===== src/rtl/zeroheti_pkg.sv =====
`default_nettype none
// ============================================================================
//  Module      : zeroheti_pkg
//  Description : Shared types for the zeroheti core. Holds the state encoding
//                and request bundle of the APB-to-OBI bridge.
//  Revision    : 1.0 - initial release
// ============================================================================
package zeroheti_pkg;

    // Default widths of the core's OBI crossbar; the request bundle uses them
    localparam int unsigned c_APB2OBI_AW = 32;
    localparam int unsigned c_APB2OBI_DW = 32;

    // Bridge sequencing: idle, OBI request pending, awaiting response, APB completion
    typedef enum logic [1:0] {
        IDLE = 2'd0,
        REQ  = 2'd1,
        RESP = 2'd2,
        DONE = 2'd3
    } apb2obi_state_e;

    // OBI request fields as presented by the bridge on its manager port
    typedef struct packed {
        logic [c_APB2OBI_AW-1:0]   addr;
        logic                      we;
        logic [c_APB2OBI_DW/8-1:0] be;
        logic [c_APB2OBI_DW-1:0]   wdata;
    } apb2obi_req_t;

endpackage
`default_nettype wire


===== src/rtl/zeroheti_apb_to_obi.sv =====
`default_nettype none
// ============================================================================
//  Module      : zeroheti_apb_to_obi
//  Description : APB4 completer to OBI manager bridge. An external APB host
//                reaches the OBI crossbar through a single outstanding
//                transfer; APB wait states absorb the OBI latency. Accesses
//                outside the address window complete with PSLVERR and never
//                reach OBI.
//  Revision    : 1.0 - initial release
// ============================================================================
module zeroheti_apb_to_obi
    import zeroheti_pkg::*;
#(
    parameter int unsigned           ADDR_WIDTH = 32,
    parameter int unsigned           DATA_WIDTH = 32,
    parameter logic [ADDR_WIDTH-1:0] WIN_BASE   = '0,
    parameter logic [ADDR_WIDTH-1:0] WIN_SIZE   = 'h1000_0000,
    parameter logic [ADDR_WIDTH-1:0] OBI_OFFSET = '0
) (
    input  logic                    clk_i,
    input  logic                    rst_i,
    input  logic                    psel_i,
    input  logic                    penable_i,
    input  logic                    pwrite_i,
    input  logic [ADDR_WIDTH-1:0]   paddr_i,
    input  logic [DATA_WIDTH-1:0]   pwdata_i,
    input  logic [DATA_WIDTH/8-1:0] pstrb_i,
    output logic [DATA_WIDTH-1:0]   prdata_o,
    output logic                    pready_o,
    output logic                    pslverr_o,
    output logic                    obi_req_o,
    input  logic                    obi_gnt_i,
    output logic [ADDR_WIDTH-1:0]   obi_addr_o,
    output logic                    obi_we_o,
    output logic [DATA_WIDTH/8-1:0] obi_be_o,
    output logic [DATA_WIDTH-1:0]   obi_wdata_o,
    input  logic                    obi_rvalid_i,
    input  logic [DATA_WIDTH-1:0]   obi_rdata_i,
    input  logic                    obi_err_i
);

    localparam int unsigned c_BE_WIDTH = DATA_WIDTH / 8;

    apb2obi_state_e          r_state;
    logic [DATA_WIDTH-1:0]   r_prdata;
    logic                    r_pready;
    logic                    r_pslverr;
    logic                    r_req;
    logic [ADDR_WIDTH-1:0]   r_addr;
    logic                    r_we;
    logic [c_BE_WIDTH-1:0]   r_be;
    logic [DATA_WIDTH-1:0]   r_wdata;
    // APB host let go of psel mid-transfer; the OBI result is dropped
    logic                    r_abort;
    // A reset may have orphaned an in-flight OBI transfer; one late rvalid is expected
    logic                    r_stale_ok;

    logic [ADDR_WIDTH:0]     w_addr_ext;
    logic [ADDR_WIDTH:0]     w_win_lo;
    logic [ADDR_WIDTH:0]     w_win_hi;
    logic                    w_in_window;
    logic                    w_setup;
    logic                    w_access;
    logic [ADDR_WIDTH-1:0]   w_obi_addr;

    // One extra bit so a window ending exactly at 2^ADDR_WIDTH compares correctly
    assign w_addr_ext  = {1'b0, paddr_i};
    assign w_win_lo    = {1'b0, WIN_BASE};
    assign w_win_hi    = {1'b0, WIN_BASE} + {1'b0, WIN_SIZE};
    assign w_in_window = (w_addr_ext >= w_win_lo) && (w_addr_ext < w_win_hi);
    assign w_obi_addr  = paddr_i - WIN_BASE + OBI_OFFSET;
    assign w_setup     = psel_i & ~penable_i;
    assign w_access    = psel_i & penable_i;

    assign prdata_o    = r_prdata;
    assign pready_o    = r_pready;
    assign pslverr_o   = r_pslverr;
    assign obi_req_o   = r_req;
    assign obi_addr_o  = r_addr;
    assign obi_we_o    = r_we;
    assign obi_be_o    = r_be;
    assign obi_wdata_o = r_wdata;

    // Bridge sequencer: accept APB setup, issue OBI request, collect response, complete APB
    always_ff @(posedge clk_i) begin
        if (rst_i) begin
            r_state    <= IDLE;
            r_prdata   <= '0;
            r_pready   <= 1'b0;
            r_pslverr  <= 1'b0;
            r_req      <= 1'b0;
            r_addr     <= '0;
            r_we       <= 1'b0;
            r_be       <= '0;
            r_wdata    <= '0;
            r_abort    <= 1'b0;
            r_stale_ok <= 1'b1;
        end else begin
            if (obi_rvalid_i) begin
                r_stale_ok <= 1'b0;
            end
            case (r_state)
                IDLE: begin
                    if (w_setup) begin
                        r_stale_ok <= 1'b0;
                        r_abort    <= 1'b0;
                        if (w_in_window) begin
                            r_addr  <= w_obi_addr;
                            r_we    <= pwrite_i;
                            r_be    <= pwrite_i ? pstrb_i : {c_BE_WIDTH{1'b1}};
                            r_wdata <= pwdata_i;
                            r_req   <= 1'b1;
                            r_state <= REQ;
                        end else begin
                            r_prdata  <= '0;
                            r_pslverr <= 1'b1;
                            r_pready  <= 1'b1;
                            r_state   <= DONE;
                        end
                    end
                end
                REQ: begin
                    if (!psel_i) begin
                        r_abort <= 1'b1;
                    end
                    if (obi_gnt_i) begin
                        r_req   <= 1'b0;
                        r_state <= RESP;
                    end
                end
                RESP: begin
                    if (!psel_i) begin
                        r_abort <= 1'b1;
                    end
                    if (obi_rvalid_i) begin
                        if (r_abort || !psel_i) begin
                            r_state <= IDLE;
                        end else begin
                            r_prdata  <= r_we ? '0 : obi_rdata_i;
                            r_pslverr <= obi_err_i;
                            r_pready  <= 1'b1;
                            r_state   <= DONE;
                        end
                    end
                end
                DONE: begin
                    if (w_access || !psel_i) begin
                        r_prdata  <= '0;
                        r_pslverr <= 1'b0;
                        r_pready  <= 1'b0;
                        r_state   <= IDLE;
                    end
                end
                default: r_state <= IDLE;
            endcase
        end
    end

`ifndef SYNTHESIS
    // A response outside RESP is ignored; only the orphan of a reset is legitimate
    a_rvalid_only_in_resp: assert property (
        @(posedge clk_i) disable iff (rst_i)
        (obi_rvalid_i && (r_state != RESP)) |-> r_stale_ok
    );
`endif

endmodule
`default_nettype wire


===== config.mk =====
export PLATFORM = sky130hd
export DESIGN_NAME = zeroheti_apb_to_obi
export DESIGN_NICKNAME = d
export VERILOG_FILES = /design/src/rtl/zeroheti_pkg.sv /design/src/rtl/zeroheti_apb_to_obi.sv
export SDC_FILE = /design/constraint.sdc
export NUM_CORES = 1
export LEC_CHECK = 0
export ABC_AREA = 1
export CORE_ASPECT_RATIO = 1.2
export CORE_UTILIZATION = 40
export CTS_CLUSTER_SIZE = 25
export DETAILED_ROUTE_END_ITERATION = 10
export PLACE_DENSITY = 0.78
export SYNTH_ARGS = -nofsm -noshare
export SYNTH_HDL_FRONTEND = slang
export SYNTH_SLANG_ARGS = --single-unit
export TNS_END_PERCENT = 100

===== constraint.sdc =====
create_clock -name clk_i -period 2.13 [get_ports clk_i]
set_clock_uncertainty 0.1 [all_clocks]
set_input_delay 0.213 -clock clk_i [delete_from_list [all_inputs] [get_ports clk_i]]
set_output_delay 0.213 -clock clk_i [all_outputs]
set_load 0.03 [all_outputs]

==> impl_results.md <==
- Synth Instances: 598
- Worst Hold Class: primary input to flop
- Routed length per instance: 12.9 um
- Library cells used by synthesis: 23
- Worst Setup Path Type: flop to flop
- # DRC: 0
- I/O pin cnt: 212
- Min-delay src: pstrb_i[3]
- Mapped Avg Cell Area: 7.18 um2
- Setup WS post-layout: 212 ps
- Yosys Warn Count: 0
- Crit path required time: 2260 ps
- Share of cells above drive strength 1: 0.0526
- Routability congestion estimate: 0.786
- Nets@finish: 909
- Setup Viol. Count Final: 0
- First DRT Iteration DRCs: 155
- Worst Max-Slew Pin Slew: 372 ps
- P_leak: 2.95 nW
- Switching Power: 2.74 mW
- DRT Wirelength: 12.0 mm
- Largest net degree at the start of global routing: 79
- Area of the core: 10,500 um2
- Routed Antenna Nets: 0
- Overflow after GRT: 0
- Cts repair resizes: 0
- Period minus WS final: 1920 ps
- PortBufs: 211
- Reg clk slew, reported paths: 70 ps
- Sum Neg Setup Slack: 0 ps
- Clock latency on the worst-skew pair: 340 ps
- Pwr dens: 1050 nW/um2
- Pint: 4.39 mW
- # H-tree levels: 3
- Post-synthesis cell area: 4290 um2
- Ant. Diodes: 0
- IR drop worst, VDD: 0.451 mV
- Clock network power share: 0.210
- Sequential area share after synthesis: 0.499
- FILL cells: 918
- Max FO, Critical Path: 21
- Root buffer selected by CTS: clkbuf_16
- Die area: 11,200 um2
- Setup repair after global routing missed its margin: false
- Hold path depth: 3
- First-pass GRT wire length: 18.8 mm
- Syn nets: 712
- Initial Util: 0.410
- Reg power frac: 0.348
- Total GRT Usage: 0.214
- WP data arrival: 2050 ps
- P&R area growth vs syn: 58.0%
- Initial antenna violation count: 0
- Height of the die: 115 um
- Layout Utilization: 0.648
- Vias: 4,399
- Overall power: 7.13 mW
- Worst r2r src: r_state[0]
- Worst rel slew slack: 0.751
- Critical path capture point type: flop
- DP HPWL: 8.51 mm
- Flops & latches, synth: 107
- Max Freq: 0.521 GHz
- CTS tree: done
- Iteration count of the initial detailed-routing pass: 4
- Final hold vios: 0
- Die W: 96.6 um
- Combinational power share: 0.442
- Max cap viols: 0
- Critical path origin: r_state[0]
- CTS sink cnt: 107
- Drt via density: 4.74
- Max-slew violations: 0
- CTS max path bufs: 2
- Vias in the first global route: 4,121
- Pre-CTS setup slack: 230 ps
- Period utilization: 0.901
- Status: finished clean
- Post-CTS setup buffers: 0
- Rows: 41
- R2r setup slk: 210 ps
- Net Sw Frac: 0.385
- Worst r2r path cells: 9
- Worst setup SP type: flop
- Hold buffer count at CTS: 0
- Cts bufs inserted: 9
-- critical path, cell delays in order, from the launching register on --
cell and delay (ps):
dfxtp_1 400, inv_1 110, ha_1 300, nand2_1 130, nand2_2 110, nor2_8 150, buf_4 260, nand3_1 110
nand2_1 90, nor2_1 50
-- stage by stage --
step                      cell area [um2]  instances  hold slack, ps
final                                6780        928             350
after global routing                 6780        928             349
after CTS                            6780        928             341
after detailed placement             6520        913             339
after global placement               6520        913             331
after floorplan                      4290        598             182
-- routing by layer --
metal	part of all wire	vias up	track usage
met5	0	-	0
met4	0.017	0	0.0853
met3	0.11	21	0.0761
met2	0.47	186	0.359
met1	0.40	1955	0.245
li1	-	2237	-
-- cells in the mapped netlist (all sizes together) --
library cell / n / share of area
nor2: 222 / 0.20
dfxtp: 107 / 0.50
nand2: 85 / 0.080
o21ai: 67 / 0.078
inv: 38 / 0.033
nand3: 29 / 0.035
buf: 28 / 0.036
clkbuf: 7 / 0.0061
a21oi: 6 / 0.0070
ha: 6 / 0.017
nand3b: 1 / 0.0017
nand4: 1 / 0.0015
o211ai: 1 / 0.0017
-- logic make-up (layout without fill, tap and decap cells) --
kind of cell,after synthesis,in the layout,synth area share
compound gates,74,74,0.0869
fa+ha+maj,6,6,0.0175
buf+inv,73,274,0.0752
flops,107,107,0.499
simple gates,338,338,0.321
-- cell type report --
cell class,instances,area [um2],area share
clock inverter,5,31.3,0.00461
clock buffer,10,229,0.0338
sequential,107,2140,0.316
multi-input combinational,418,1830,0.269
tap,129,161,0.0238
timing repair buffer,221,2250,0.332
inverter,38,143,0.0210
-- power groups by stage --
stage | registers, mW | logic (mW) | clock network [mW]
2_1_floorplan | 3.08 | 1.51 | 0
3_5_place_dp | 2.53 | 3.15 | 0
5_1_grt | 2.52 | 3.47 | 1.62
4_1_cts | 2.49 | 3.17 | 1.53
3_3_place_gp | 2.51 | 3.08 | 0
6_report | 2.48 | 3.15 | 1.49
-- cell usage in the layout (no fill, tap or decap), types with 2 or more instances in the layout --
cell,instances
buf_4,5
o21ai_0,67
clkinv_2,3
nand2_1,77
nor2_4,2
clkbuf_16,9
dfxtp_1,107
ha_1,6
clkdlybuf4s50_1,211
a21oi_1,6
buf_12,5
inv_2,3
nor2_2,3
nand3_1,28
inv_1,35
nand2_2,7
nor2_1,216
-- state kept, by name, summed over array words and instances, names as in the netlist --
signal / flops
obi_req_o: 1
r_state: 2
obi_be_o: 4
obi_we_o: 1
obi_addr_o: 32
pready_o: 1
prdata_o: 32
pslverr_o: 1
obi_wdata_o: 32
r_abort: 1
-- worst paths after layout --
kind | to
worst max-delay path | prdata_o[19]
worst min-delay path | obi_be_o[3]
worst max register to register | prdata_o[19]
worst min register to register | obi_addr_o[29]
Note: power is estimated with default switching activity, not from simulation.
